**config.mk**
```make
export PLATFORM = sky130hd
export DESIGN_NAME = motion_bbox
export DESIGN_NICKNAME = d
export VERILOG_FILES = /design/src/rtl/motion_bbox.sv
export SDC_FILE = /design/constraint.sdc
export NUM_CORES = 1
export LEC_CHECK = 0
export ABC_AREA = 0
export BUFFER_PORTS_ARGS = -buffer_cell sky130_fd_sc_hd__buf_4
export CAP_MARGIN = 20
export CORE_ASPECT_RATIO = 1.75
export CORE_MARGIN = 3
export CORE_UTILIZATION = 35
export CTS_BUF_LIST = sky130_fd_sc_hd__clkbuf_8
export CTS_CLUSTER_SIZE = 40
export DETAILED_ROUTE_END_ITERATION = 12
export MAX_ROUTING_LAYER = met4
export PLACE_DENSITY = 0.52
export SLEW_MARGIN = 40
export SYNTH_ARGS = -nofsm -noshare
export SYNTH_HDL_FRONTEND = slang
export SYNTH_SLANG_ARGS = --single-unit
export TNS_END_PERCENT = 30
```
**constraint.sdc**
```tcl
create_clock -name clk -period 4.5 [get_ports clk]
set_input_delay 0.675 -clock clk [delete_from_list [all_inputs] [get_ports clk]]
set_output_delay 0.675 -clock clk [all_outputs]
set_load 0.05 [all_outputs]
```
**src/rtl/motion_bbox.sv**
```systemverilog
// ---------------------------------------------------------------------------
// motion_bbox
//
// Per-frame bounding box and set-pixel count for a binary motion mask.
// The block sits downstream of the dilator and takes one mask pixel per clock
// together with its raster position. At the end of each frame it publishes the
// box, the count and a motion flag on a valid/ready result port.
//
// Ports
//   clk         pixel clock
//   rst_n       asynchronous reset, active low
//   hpos        column of in_pix (already aligned to in_pix by the caller)
//   vpos        line of in_pix
//   in_pix      dilated mask pixel, 1 = motion
//   res_valid   a published result is available
//   res_ready   consumer accepts the result when res_valid & res_ready
//   res_x_min   leftmost set column
//   res_x_max   rightmost set column
//   res_y_min   top set line
//   res_y_max   bottom set line
//   res_count   number of set pixels in the frame (saturating)
//   res_motion  res_count >= MIN_PIXELS
//   res_ovr     sticky: a result was replaced before it was accepted
//
// Notes
//   The block does not need a gap-free raster. It only looks at three things:
//   the frame-start position (0,0), the active pixels, and the last active
//   position (H_IMG_RES-1, V_IMG_RES-1), which closes the frame.
// ---------------------------------------------------------------------------
module motion_bbox #(
    parameter int H_IMG_RES  = 640,
    parameter int V_IMG_RES  = 480,
    parameter int MIN_PIXELS = 16,
    parameter int CNT_W      = 19
) (
    input  logic             clk,
    input  logic             rst_n,
    input  logic [10:0]      hpos,
    input  logic [10:0]      vpos,
    input  logic             in_pix,
    output logic             res_valid,
    input  logic             res_ready,
    output logic [10:0]      res_x_min,
    output logic [10:0]      res_x_max,
    output logic [10:0]      res_y_min,
    output logic [10:0]      res_y_max,
    output logic [CNT_W-1:0] res_count,
    output logic             res_motion,
    output logic             res_ovr
);

    // Compare limits in the 11-bit position width.
    localparam logic [10:0]      H_LIM   = 11'(H_IMG_RES);
    localparam logic [10:0]      V_LIM   = 11'(V_IMG_RES);
    localparam logic [10:0]      H_LAST  = 11'(H_IMG_RES - 1);
    localparam logic [10:0]      V_LAST  = 11'(V_IMG_RES - 1);
    localparam logic [10:0]      POS_MAX = 11'h7FF;
    localparam logic [CNT_W-1:0] CNT_MIN = CNT_W'(MIN_PIXELS);
    localparam logic [CNT_W-1:0] CNT_ONE = CNT_W'(1);

    typedef enum logic {
        IDLE,
        ACCUM
    } state_t;

    state_t state;

    // Running accumulators for the frame in progress.
    logic [10:0]      acc_xmin;
    logic [10:0]      acc_xmax;
    logic [10:0]      acc_ymin;
    logic [10:0]      acc_ymax;
    logic [CNT_W-1:0] acc_cnt;

    // Accumulator values after the current pixel is taken into account.
    logic [10:0]      nxt_xmin;
    logic [10:0]      nxt_xmax;
    logic [10:0]      nxt_ymin;
    logic [10:0]      nxt_ymax;
    logic [CNT_W-1:0] nxt_cnt;

    logic active;
    logic frame_start;
    logic frame_end;
    logic acc_en;
    logic hit;
    logic accept;

    assign active      = (hpos < H_LIM) && (vpos < V_LIM);
    assign frame_start = (hpos == 11'd0) && (vpos == 11'd0);
    // The frame-start pixel is accumulated even while still in IDLE.
    assign acc_en      = (state == ACCUM) || frame_start;
    assign hit         = acc_en && active && in_pix;
    assign frame_end   = (state == ACCUM) && active && (hpos == H_LAST) && (vpos == V_LAST);
    assign accept      = res_valid && res_ready;

    // NOTE: every output of this combinational block gets a default before
    // the conditional update, so no path leaves a value held (no latch).
    always_comb begin
        nxt_xmin = acc_xmin;
        nxt_xmax = acc_xmax;
        nxt_ymin = acc_ymin;
        nxt_ymax = acc_ymax;
        nxt_cnt  = acc_cnt;
        if (hit) begin
            if (hpos < acc_xmin) nxt_xmin = hpos;
            if (hpos > acc_xmax) nxt_xmax = hpos;
            if (vpos < acc_ymin) nxt_ymin = vpos;
            if (vpos > acc_ymax) nxt_ymax = vpos;
            if (!(&acc_cnt))     nxt_cnt  = acc_cnt + CNT_ONE;
        end
    end

    // NOTE: all state below uses non-blocking assignments, so every register
    // samples the values from before the edge regardless of statement order.
    always_ff @(posedge clk or negedge rst_n) begin
        if (!rst_n) begin
            state      <= IDLE;
            acc_xmin   <= POS_MAX;
            acc_xmax   <= '0;
            acc_ymin   <= POS_MAX;
            acc_ymax   <= '0;
            acc_cnt    <= '0;
            res_valid  <= 1'b0;
            res_x_min  <= '0;
            res_x_max  <= '0;
            res_y_min  <= '0;
            res_y_max  <= '0;
            res_count  <= '0;
            res_motion <= 1'b0;
            res_ovr    <= 1'b0;
        end else begin
            case (state)
                IDLE:  if (frame_start) state <= ACCUM;
                ACCUM: state <= ACCUM;
                default: state <= IDLE;
            endcase

            if (frame_end) begin
                // Publish with the next-values so the closing pixel is counted.
                if (nxt_cnt == '0) begin
                    // An empty frame reports a zero box, not the cleared sentinels.
                    res_x_min <= '0;
                    res_x_max <= '0;
                    res_y_min <= '0;
                    res_y_max <= '0;
                end else begin
                    res_x_min <= nxt_xmin;
                    res_x_max <= nxt_xmax;
                    res_y_min <= nxt_ymin;
                    res_y_max <= nxt_ymax;
                end
                res_count  <= nxt_cnt;
                res_motion <= (nxt_cnt >= CNT_MIN);
                res_valid  <= 1'b1;

                // An unaccepted result being replaced sets the sticky flag.
                // If the old result is accepted on this same edge, nothing is
                // lost and the flag clears instead.
                if (accept) begin
                    res_ovr <= 1'b0;
                end else if (res_valid) begin
                    res_ovr <= 1'b1;
                end

                acc_xmin <= POS_MAX;
                acc_xmax <= '0;
                acc_ymin <= POS_MAX;
                acc_ymax <= '0;
                acc_cnt  <= '0;
            end else begin
                if (accept) begin
                    res_valid <= 1'b0;
                    res_ovr   <= 1'b0;
                end
                if (acc_en) begin
                    acc_xmin <= nxt_xmin;
                    acc_xmax <= nxt_xmax;
                    acc_ymin <= nxt_ymin;
                    acc_ymax <= nxt_ymax;
                    acc_cnt  <= nxt_cnt;
                end
            end
        end
    end

endmodule

```
==> flow_metrics.env, run 1 <==
export IMPL_fp_dieW_microns=111
export IMPL_yosysWarnings=0
export IMPL_drt_iter0_drc=169
export IMPL_p_per_area_mw_per_mm2=283
export IMPL_synth_adder_area_share=0.0799
export IMPL_first_pass_iters=4
export IMPL_dp_final_hpwl_microns=13400
export IMPL_outcome="complete, no violations"
export IMPL_drv_slew=0
export IMPL_antenna_cells=0
export IMPL_worstSetupEndpointType="flop"
export IMPL_synth_edf_count=0
export IMPL_cp_max_fo=44
export IMPL_grt_pass1_vias=5755
export IMPL_relSlewSlack=0.471
export IMPL_worst_slew_pin_slew_ns=0.788
export IMPL_antenna_found_initial=0
export IMPL_synth_top_family_by_area="compound AO/OA/AOI/OAI gates"
export IMPL_numCtsBuffers=17
export IMPL_yosys_most_used_dff="dfrtp_1"
export IMPL_drive_gt1_frac=0.236
export IMPL_finalSetupViolCount=0
export IMPL_track_usage=0.181
export IMPL_cts_sinks=130
export IMPL_synth_nets=750
export IMPL_setup_tns_final_ns=0
export IMPL_initial_core_util=0.359
export IMPL_synth_area_leader_cell="dfrtp_1"
export IMPL_syn_area_sq_mm=0.00673
export IMPL_place_gp_congestion=0.824
export IMPL_pre_cts_slack_ns=0.580
export IMPL_yosysSeqAreaShare=0.487
export IMPL_core_area_sq_mm=0.0187
export IMPL_ys_ff_latch=130
export IMPL_postCtsSetupRepairBufs=0
export IMPL_synthArstFlopShare=1.00
export IMPL_yosysUniqueCellTypes=52
export IMPL_cts_tree="built"
export IMPL_cp_required_ns=4.81
export IMPL_postSynthCellCount=681
export IMPL_cts_root_buf="clkbuf_8"
export IMPL_leakage_nw=3.69
export IMPL_nets=839
export IMPL_layoutNonFillerInstCount=1021
export IMPL_clock_latency_ns=0.44
export IMPL_cts_hold_buffers=0
export IMPL_grt_pass1_wl_microns=29600
export IMPL_syn_avg_cell_area_sq_um=9.88
export IMPL_layout_common_cells="dfrtp_1, buf_4, nand2_1"
export IMPL_wl_per_cell_microns=17.5
export IMPL_area_growth_pct=19.9
export IMPL_clockBufferDepth=2
export IMPL_synth_xor_area_frac=0.0221
export IMPL_ir_drop_uv=142
export IMPL_synthTopCellsByArea="dfrtp_1, dfstp_2, ha_1"
export IMPL_grt_max_degree=72
export IMPL_htree_levels=4
export IMPL_rsz0062_at_grt="false"
export IMPL_viasPerCell=5.24
export IMPL_wirelength_microns=17900
export IMPL_holdCritPathClass="in2async"
export IMPL_placed_cell_area_sq_mm=0.00767
export IMPL_routed_via_count=5352
export IMPL_remaining_drc_errors=0
export IMPL_synth_compound_area_frac=0.177
export IMPL_hold_viol=0
export IMPL_synth_top_area_share=0.401
export IMPL_arrival_ns=3.71
export IMPL_die_area_sq_mm=0.0210
export IMPL_std_cell_rows=66
export IMPL_port_buffers=91
export IMPL_fin_crit_ns=3.40
export IMPL_dp_cells=989
export IMPL_worstSetupPathType="in2reg"
export IMPL_drtAntennaViolNets=0
export IMPL_synth_simple_area_share=0.156
export IMPL_maxCapViolations=0
export IMPL_finalInstanceArea_sq_mm=0.00807
export IMPL_pin_count=92
export IMPL_synthMuxAreaShare=0.0283
export IMPL_worst_setup_path_start_kind="primary input"
export IMPL_grt_ovfl_total=0
export IMPL_die_height_microns=189
export IMPL_fin_skew_ns=0.0146
export IMPL_ctsResizeCount=0
export IMPL_period_share=0.756
export IMPL_worst_slack_ns=1.10
export IMPL_max_freq_mhz=294
export IMPL_final_common_cell="dfrtp_1"
export IMPL_cts_reportedPaths_clkPinSlew_ns=0.08
## state kept, by name, indices dropped and copies added (netlist names)
name and count:
res_count 19, res_x_min 11, res_y_max 11, acc_xmin 11, acc_ymin 11, res_motion 1, res_valid 1, res_x_max 11
res_y_min 11, acc_cnt 19, acc_xmax 11, acc_ymax 11, res_ovr 1, state 1
## power by group
part | internal, W | leakage, nW | switching, W
sequential | 0.00117 | 1.72 | 0.000000000391
combinational | 0.0000399 | 1.77 | 0.0000726
clock | 0.000513 | 0.196 | 0.000495
total | 0.00172 | 3.69 | 0.000568
## worst max-delay path: stages
cell and delay [ns]:
buf_4 0.14, nor4_2 0.39, a41oi_1 0.22, or3_1 0.56, o31a_1 0.39, a211oi_2 0.20
nand4_1 0.19, o31ai_4 0.25, buf_4 0.51, o21ai_1 0.16
## final timing paths
check / from / endpoint / slack [ns] / cells after the start
worst min-delay path: rst_n / acc_cnt[5] / 0.24 / 1
worst max register to register: acc_cnt[0] / res_y_min[8] / 1.26 / 10
min in group clk: res_ready / res_ovr / 0.41 / 2
max in group asynchronous: rst_n / res_y_min[5] / 3.36 / 2
worst max-delay path: vpos[7] / res_y_min[8] / 1.10 / 10
worst min register to register: res_x_min[2] / res_x_min[2] / 0.48 / 2
## metrics by stage
stage | utilization | power, W | hold WS, ns
final | 0.431 | 0.00229 | 0.242
after global routing | 0.431 | 0.00240 | 0.273
after CTS | 0.431 | 0.00232 | 0.244
after detailed placement | 0.409 | 0.00131 | 0.466
after global placement | 0.408 | 0.00130 | 0.464
after floorplan | - | 0.00123 | 0.379
## layer usage
| metal | track usage | share of wire | vias to the layer above |
|---|---|---|---|
| met1 | 0.194 | 0.40 | 2623 |
| met4 | 0.0702 | 0.026 | 0 |
| met2 | 0.331 | 0.55 | 106 |
| met3 | 0.0310 | 0.027 | 25 |
| met5 | - | 0 | - |
| li1 | - | - | 2598 |
## cell type report
cell class              instances  area, sq um
clock buffers                  18          248
clock inverters                14          154
fillers                      1847        10700
flip-flops and latches        130         3280
repair buffers                104          785
multi-input cells             471         3140
inverters                      46          173
well taps                     238          298
## synth_stat cells, drive strengths merged, types with 3 or more instances
| cell | number |
|---|---|
| a21oi | 10 |
| dfstp | 22 |
| a211oi | 7 |
| o2111ai | 5 |
| buf | 8 |
| nand2 | 91 |
| nor4 | 8 |
| o21bai | 3 |
| nand2b | 3 |
| o31ai | 11 |
| or2 | 3 |
| o21a | 4 |
| nand3 | 13 |
| a22o | 18 |
| mux2i | 19 |
| and4 | 4 |
| xor2 | 10 |
| xnor2 | 7 |
| clkbuf | 26 |
| o22a | 20 |
| nor3 | 13 |
| inv | 46 |
| nand4 | 20 |
| a21o | 10 |
| nor2b | 3 |
| nor2 | 59 |
| o21ai | 64 |
| ha | 43 |
| dfrtp | 108 |
## cell families after synthesis
family / Yosys count
DFF: 130
muxes: 19
and+or+nand+nor: 226
adders and majority gates: 43
AOI/OAI and AO/OA: 166
buffers and inverters: 80
xor gates and xnor gates: 17
Note: power is estimated with default switching activity, not from simulation.
==> run 2: changes to the inputs <==
clock period = 3.4 ns   (was 4.5 ns; I/O delays follow)
==> flow_metrics.env, run 2 (synthesized netlist as in run 1, its figures left out) <==
export IMPL_drv_slew=0
export IMPL_numCtsBuffers=17
export IMPL_hold_viol=0
export IMPL_cts_tree="built"
export IMPL_fp_dieW_microns=111
export IMPL_clock_latency_ns=0.44
export IMPL_drt_iter0_drc=215
export IMPL_first_pass_iters=5
export IMPL_ir_drop_uv=239
export IMPL_cts_root_buf="clkbuf_8"
export IMPL_max_stage_delay_ns=0.48
export IMPL_path_buf_inv=1
export IMPL_crit_chain="ha_1 -> and3_1 -> nand2_1 -> nor2_1 -> o2111ai_1 -> a211oi_2 -> nand4_1 -> o31ai_4 -> buf_12 -> o21ai_1"
export IMPL_cts_sinks=130
export IMPL_max_freq_mhz=330
export IMPL_viasPerCell=5.27
export IMPL_die_area_sq_mm=0.0210
export IMPL_cp_max_fo=44
export IMPL_pre_cts_slack_ns=0.00727
export IMPL_layout_common_cells="buf_4, dfrtp_1, nand2_1"
export IMPL_outcome="complete, no violations"
export IMPL_fin_skew_ns=0.0159
export IMPL_cp_top_family="simple AND/OR/NAND/NOR gates"
export IMPL_std_cell_rows=66
export IMPL_final_common_cell="buf_4"
export IMPL_grt_pass1_vias=5710
export IMPL_antenna_found_initial=0
export IMPL_cp_required_ns=3.71
export IMPL_grt_ovfl_total=0
export IMPL_fin_crit_ns=3.03
export IMPL_port_buffers=91
export IMPL_whs_path_depth=2
export IMPL_drtAntennaViolNets=0
export IMPL_dp_final_hpwl_microns=13300
export IMPL_antenna_cells=0
export IMPL_drive_gt1_frac=0.243
export IMPL_p_total_w=0.00308
export IMPL_setup_tns_final_ns=0
export IMPL_cts_reportedPaths_clkPinSlew_ns=0.08
export IMPL_largestRegisters="acc_cnt: 19 flops, res_count: 19 flops"
export IMPL_htree_levels=4
export IMPL_wirelength_microns=18100
export IMPL_area_growth_pct=21.6
export IMPL_track_usage=0.180
export IMPL_relSlewSlack=0.499
export IMPL_holdCritPathClass="in2reg"
export IMPL_period_share=0.892
export IMPL_final_util=0.437
export IMPL_leakage_nw=3.75
export IMPL_postCtsSetupRepairBufs=0
export IMPL_worst_slack_ns=0.367
export IMPL_critPathSlowestCell="dfrtp_1"
export IMPL_grt_max_degree=114
export IMPL_crit_cells=10
export IMPL_nets=850
export IMPL_worst_slew_pin_slew_ns=0.750
export IMPL_worstSetupEndpointType="flop"
export IMPL_routed_via_count=5437
export IMPL_clockBufferDepth=2
export IMPL_rsz0062_at_grt="false"
export IMPL_worst_setup_path_start_kind="flop"
export IMPL_wl_per_cell_microns=17.5
export IMPL_finalSetupViolCount=0
export IMPL_arrival_ns=3.34
export IMPL_reg2regPathDepth=10
export IMPL_place_gp_congestion=0.856
export IMPL_maxCapViolations=0
export IMPL_p_per_area_mw_per_mm2=376
export IMPL_remaining_drc_errors=0
export IMPL_initial_core_util=0.359
export IMPL_core_area_sq_mm=0.0187
export IMPL_grt_pass1_wl_microns=29400
export IMPL_pin_count=92
export IMPL_worstSetupPathType="reg2reg"
export IMPL_die_height_microns=189
[run 2: repair_timing]
item,CTS,global route
gates resized for setup,0,0
hold endpoints to repair,17,0
hold buffers,1,0
endpoints found under the setup margin,0,0
[run 2: report_power, final]
group / switching [W] / internal (W)
combinational: 0.0000973 / 0.0000568
clock: 0.000676 / 0.000701
sequential: 0.000000000520 / 0.00155
[run 2: cell type report]
class / instances / area, sq um
inverters: 46 / 173
clock buffers: 19 / 262
fillers: 1831 / 10600
repair buffers: 115 / 891
clock inverters: 13 / 148
well taps: 238 / 298
multi-input cells: 471 / 3130
flip-flops and latches: 130 / 3280
[run 2: worst reg2reg max path, cell delays in order (launching register included)]
cell and delay, ns:
dfrtp_1 0.48, ha_1 0.25, and3_1 0.32, nand2_1 0.14
nor2_1 0.35, o2111ai_1 0.23, a211oi_2 0.21, nand4_1 0.20
o31ai_4 0.31, buf_12 0.29, o21ai_1 0.13
[run 2: layer usage]
layer	global-route usage	wire length, microns	part of all wire	up-vias
li1	-	-	-	2613
met1	0.192	7190	0.40	2683
met2	0.333	9910	0.55	109
met3	0.0288	465	0.026	32
met4	0.0688	480	0.027	0
met5	-	0	0	-
[run 2: worst paths after layout]
path	from	end	slack, ns
setup / recovery	acc_cnt[0]	res_x_min[7]	0.37
hold reg to reg	res_count[11]	res_count[11]	0.48
setup reg to reg	acc_cnt[0]	res_x_min[7]	0.37
max in group asynchronous	rst_n	acc_xmax[0]	2.04
hold / removal	res_ready	res_ovr	0.24
min in group asynchronous	rst_n	res_count[4]	0.48
[run 2: through the flow]
step	hold slack (ns)	std cells	area, sq um
CTS	0.212	1032	8180
detailed placement	0.400	999	7760
global placement	0.391	999	7760
floorplan	0.214	681	6730
finish	0.238	1032	8180
global route	0.224	1032	8180
==> run 3: changes to the inputs <==
clock period = 3.63 ns   (was 3.4 ns; I/O delays follow)
==> flow_metrics.env, run 3 (synthesized netlist as in run 1, its figures left out) <==
export IMPL_outcome="complete, no violations"
export IMPL_drv_slew=0
export IMPL_p_total_w=0.00282
export IMPL_cts_tree="built"
export IMPL_cp_top_family="compound AO/OA/AOI/OAI gates"
export IMPL_routed_via_count=5389
export IMPL_hold_viol=0
export IMPL_relSlewSlack=0.482
export IMPL_period_share=0.831
export IMPL_fp_dieW_microns=111
export IMPL_clock_latency_ns=0.45
export IMPL_route_met3_wl_microns=519
export IMPL_cp_required_ns=3.95
export IMPL_final_common_cell="dfrtp_1"
export IMPL_cp_max_fo=44
export IMPL_max_stage_delay_ns=0.57
export IMPL_maxCapViolations=0
export IMPL_worst_slew_pin_slew_ns=0.775
export IMPL_track_usage=0.179
export IMPL_holdCritPathClass="in2async"
export IMPL_core_area_sq_mm=0.0187
export IMPL_pin_count=92
export IMPL_clockBufferDepth=2
export IMPL_finalSetupViolCount=0
export IMPL_path_buf_inv=2
export IMPL_cts_reportedPaths_clkPinSlew_ns=0.08
export IMPL_grt_ovfl_total=0
export IMPL_leakage_nw=3.68
export IMPL_worstSetupEndpointType="flop"
export IMPL_layout_common_cells="dfrtp_1, buf_4, nand2_1"
export IMPL_antenna_found_initial=0
export IMPL_first_pass_iters=4
export IMPL_top_layer="met4"
export IMPL_worstSetupPathType="in2reg"
export IMPL_fin_crit_ns=3.02
export IMPL_wirelength_microns=17600
export IMPL_wl_per_cell_microns=17.3
export IMPL_crit_chain="buf_4 -> nor4_2 -> a41oi_1 -> or3_1 -> o31a_1 -> a211oi_2 -> nand4_1 -> o31ai_4 -> buf_12 -> o31ai_1"
export IMPL_std_cell_rows=66
export IMPL_largestRegisters="acc_cnt: 19 flops, res_count: 19 flops"
export IMPL_port_buffers=91
export IMPL_filler_cell_count=1844
export IMPL_worst_setup_path_start_kind="primary input"
export IMPL_numCtsBuffers=17
export IMPL_wl_met1_microns=6920
export IMPL_cts_hold_buffers=0
export IMPL_cts_sinks=130
export IMPL_postCtsSetupRepairBufs=0
export IMPL_arrival_ns=3.34
export IMPL_ctsResizeCount=0
export IMPL_remaining_drc_errors=0
export IMPL_die_area_sq_mm=0.0210
export IMPL_crit_cells=10
export IMPL_dr_wl_met2_microns=9570
export IMPL_max_freq_mhz=331
export IMPL_die_height_microns=189
export IMPL_grt_pass1_wl_microns=29300
export IMPL_grt_max_degree=87
export IMPL_p_per_area_mw_per_mm2=349
export IMPL_dp_final_hpwl_microns=13100
export IMPL_drt_iter0_drc=188
export IMPL_place_gp_congestion=0.840
export IMPL_r2r_start="acc_cnt[0]"
export IMPL_r2r_end="res_y_min[10]"
export IMPL_initial_core_util=0.359
export IMPL_regToRegSetupSlack_ns=0.65
export IMPL_endpoint="res_y_min[10]"
export IMPL_drtAntennaViolNets=0
export IMPL_grt_pass1_vias=5749
export IMPL_fin_skew_ns=0.0137
export IMPL_reg2regPathDepth=10
export IMPL_setup_tns_final_ns=0
export IMPL_rsz0062_at_grt="false"
export IMPL_ir_drop_uv=195
export IMPL_area_growth_pct=20.0
export IMPL_critPathSlowestCell="or3_1"
export IMPL_antenna_cells=0
export IMPL_viasPerCell=5.28
export IMPL_seqCellArea_sq_mm=0.00328
export IMPL_multi_input_area_sq_mm=0.00313
export IMPL_crit_start="vpos[7]"
export IMPL_cts_root_buf="clkbuf_8"
export IMPL_htree_levels=4
export IMPL_final_util=0.431
export IMPL_drive_gt1_frac=0.234
export IMPL_nets=839
-- run 3: per-layer routing --
metal / vias to the layer above / global-route usage
met5: - / -
met4: 0 / 0.0830
met3: 42 / 0.0310
met2: 108 / 0.321
met1: 2648 / 0.192
li1: 2591 / -
-- run 3: worst min path at each step --
stage	startpoint	slack, ns	endpoint	depth (start not counted)
final	rst_n	0.13	acc_xmax[10]	1
after global routing	rst_n	0.16	acc_xmax[10]	1
after CTS	rst_n	0.13	acc_xmax[10]	1
after detailed placement	res_count[13]	0.47	res_count[13]	2
after global placement	res_count[11]	0.46	res_count[11]	2
after floorplan	rst_n	0.25	acc_cnt[0]	0
-- run 3: report_power, final --
part           internal, W  total [W]   switching (W)
clock             0.000613    0.00123        0.000617
combinational    0.0000494   0.000140       0.0000904
sequential         0.00145    0.00145  0.000000000447
-- run 3: layout make-up --
type,count,area share
sequential,130,0.406
tap,238,0.0369
clock inverter,15,0.0197
clock buffer,17,0.0290
multi-input combinational,471,0.387
timing repair buffer,104,0.0997
inverter,46,0.0214
-- run 3: through the flow --
stage	cell area, sq um	instances	hold slack [ns]	setup slack, ns
5_1_grt	8080	1021	0.162	0.411
3_5_place_dp	7690	989	0.472	0.0955
3_3_place_gp	7680	989	0.463	0.162
4_1_cts	8080	1021	0.128	0.577
6_report	8080	1021	0.125	0.612
2_1_floorplan	6730	681	0.249	0.619
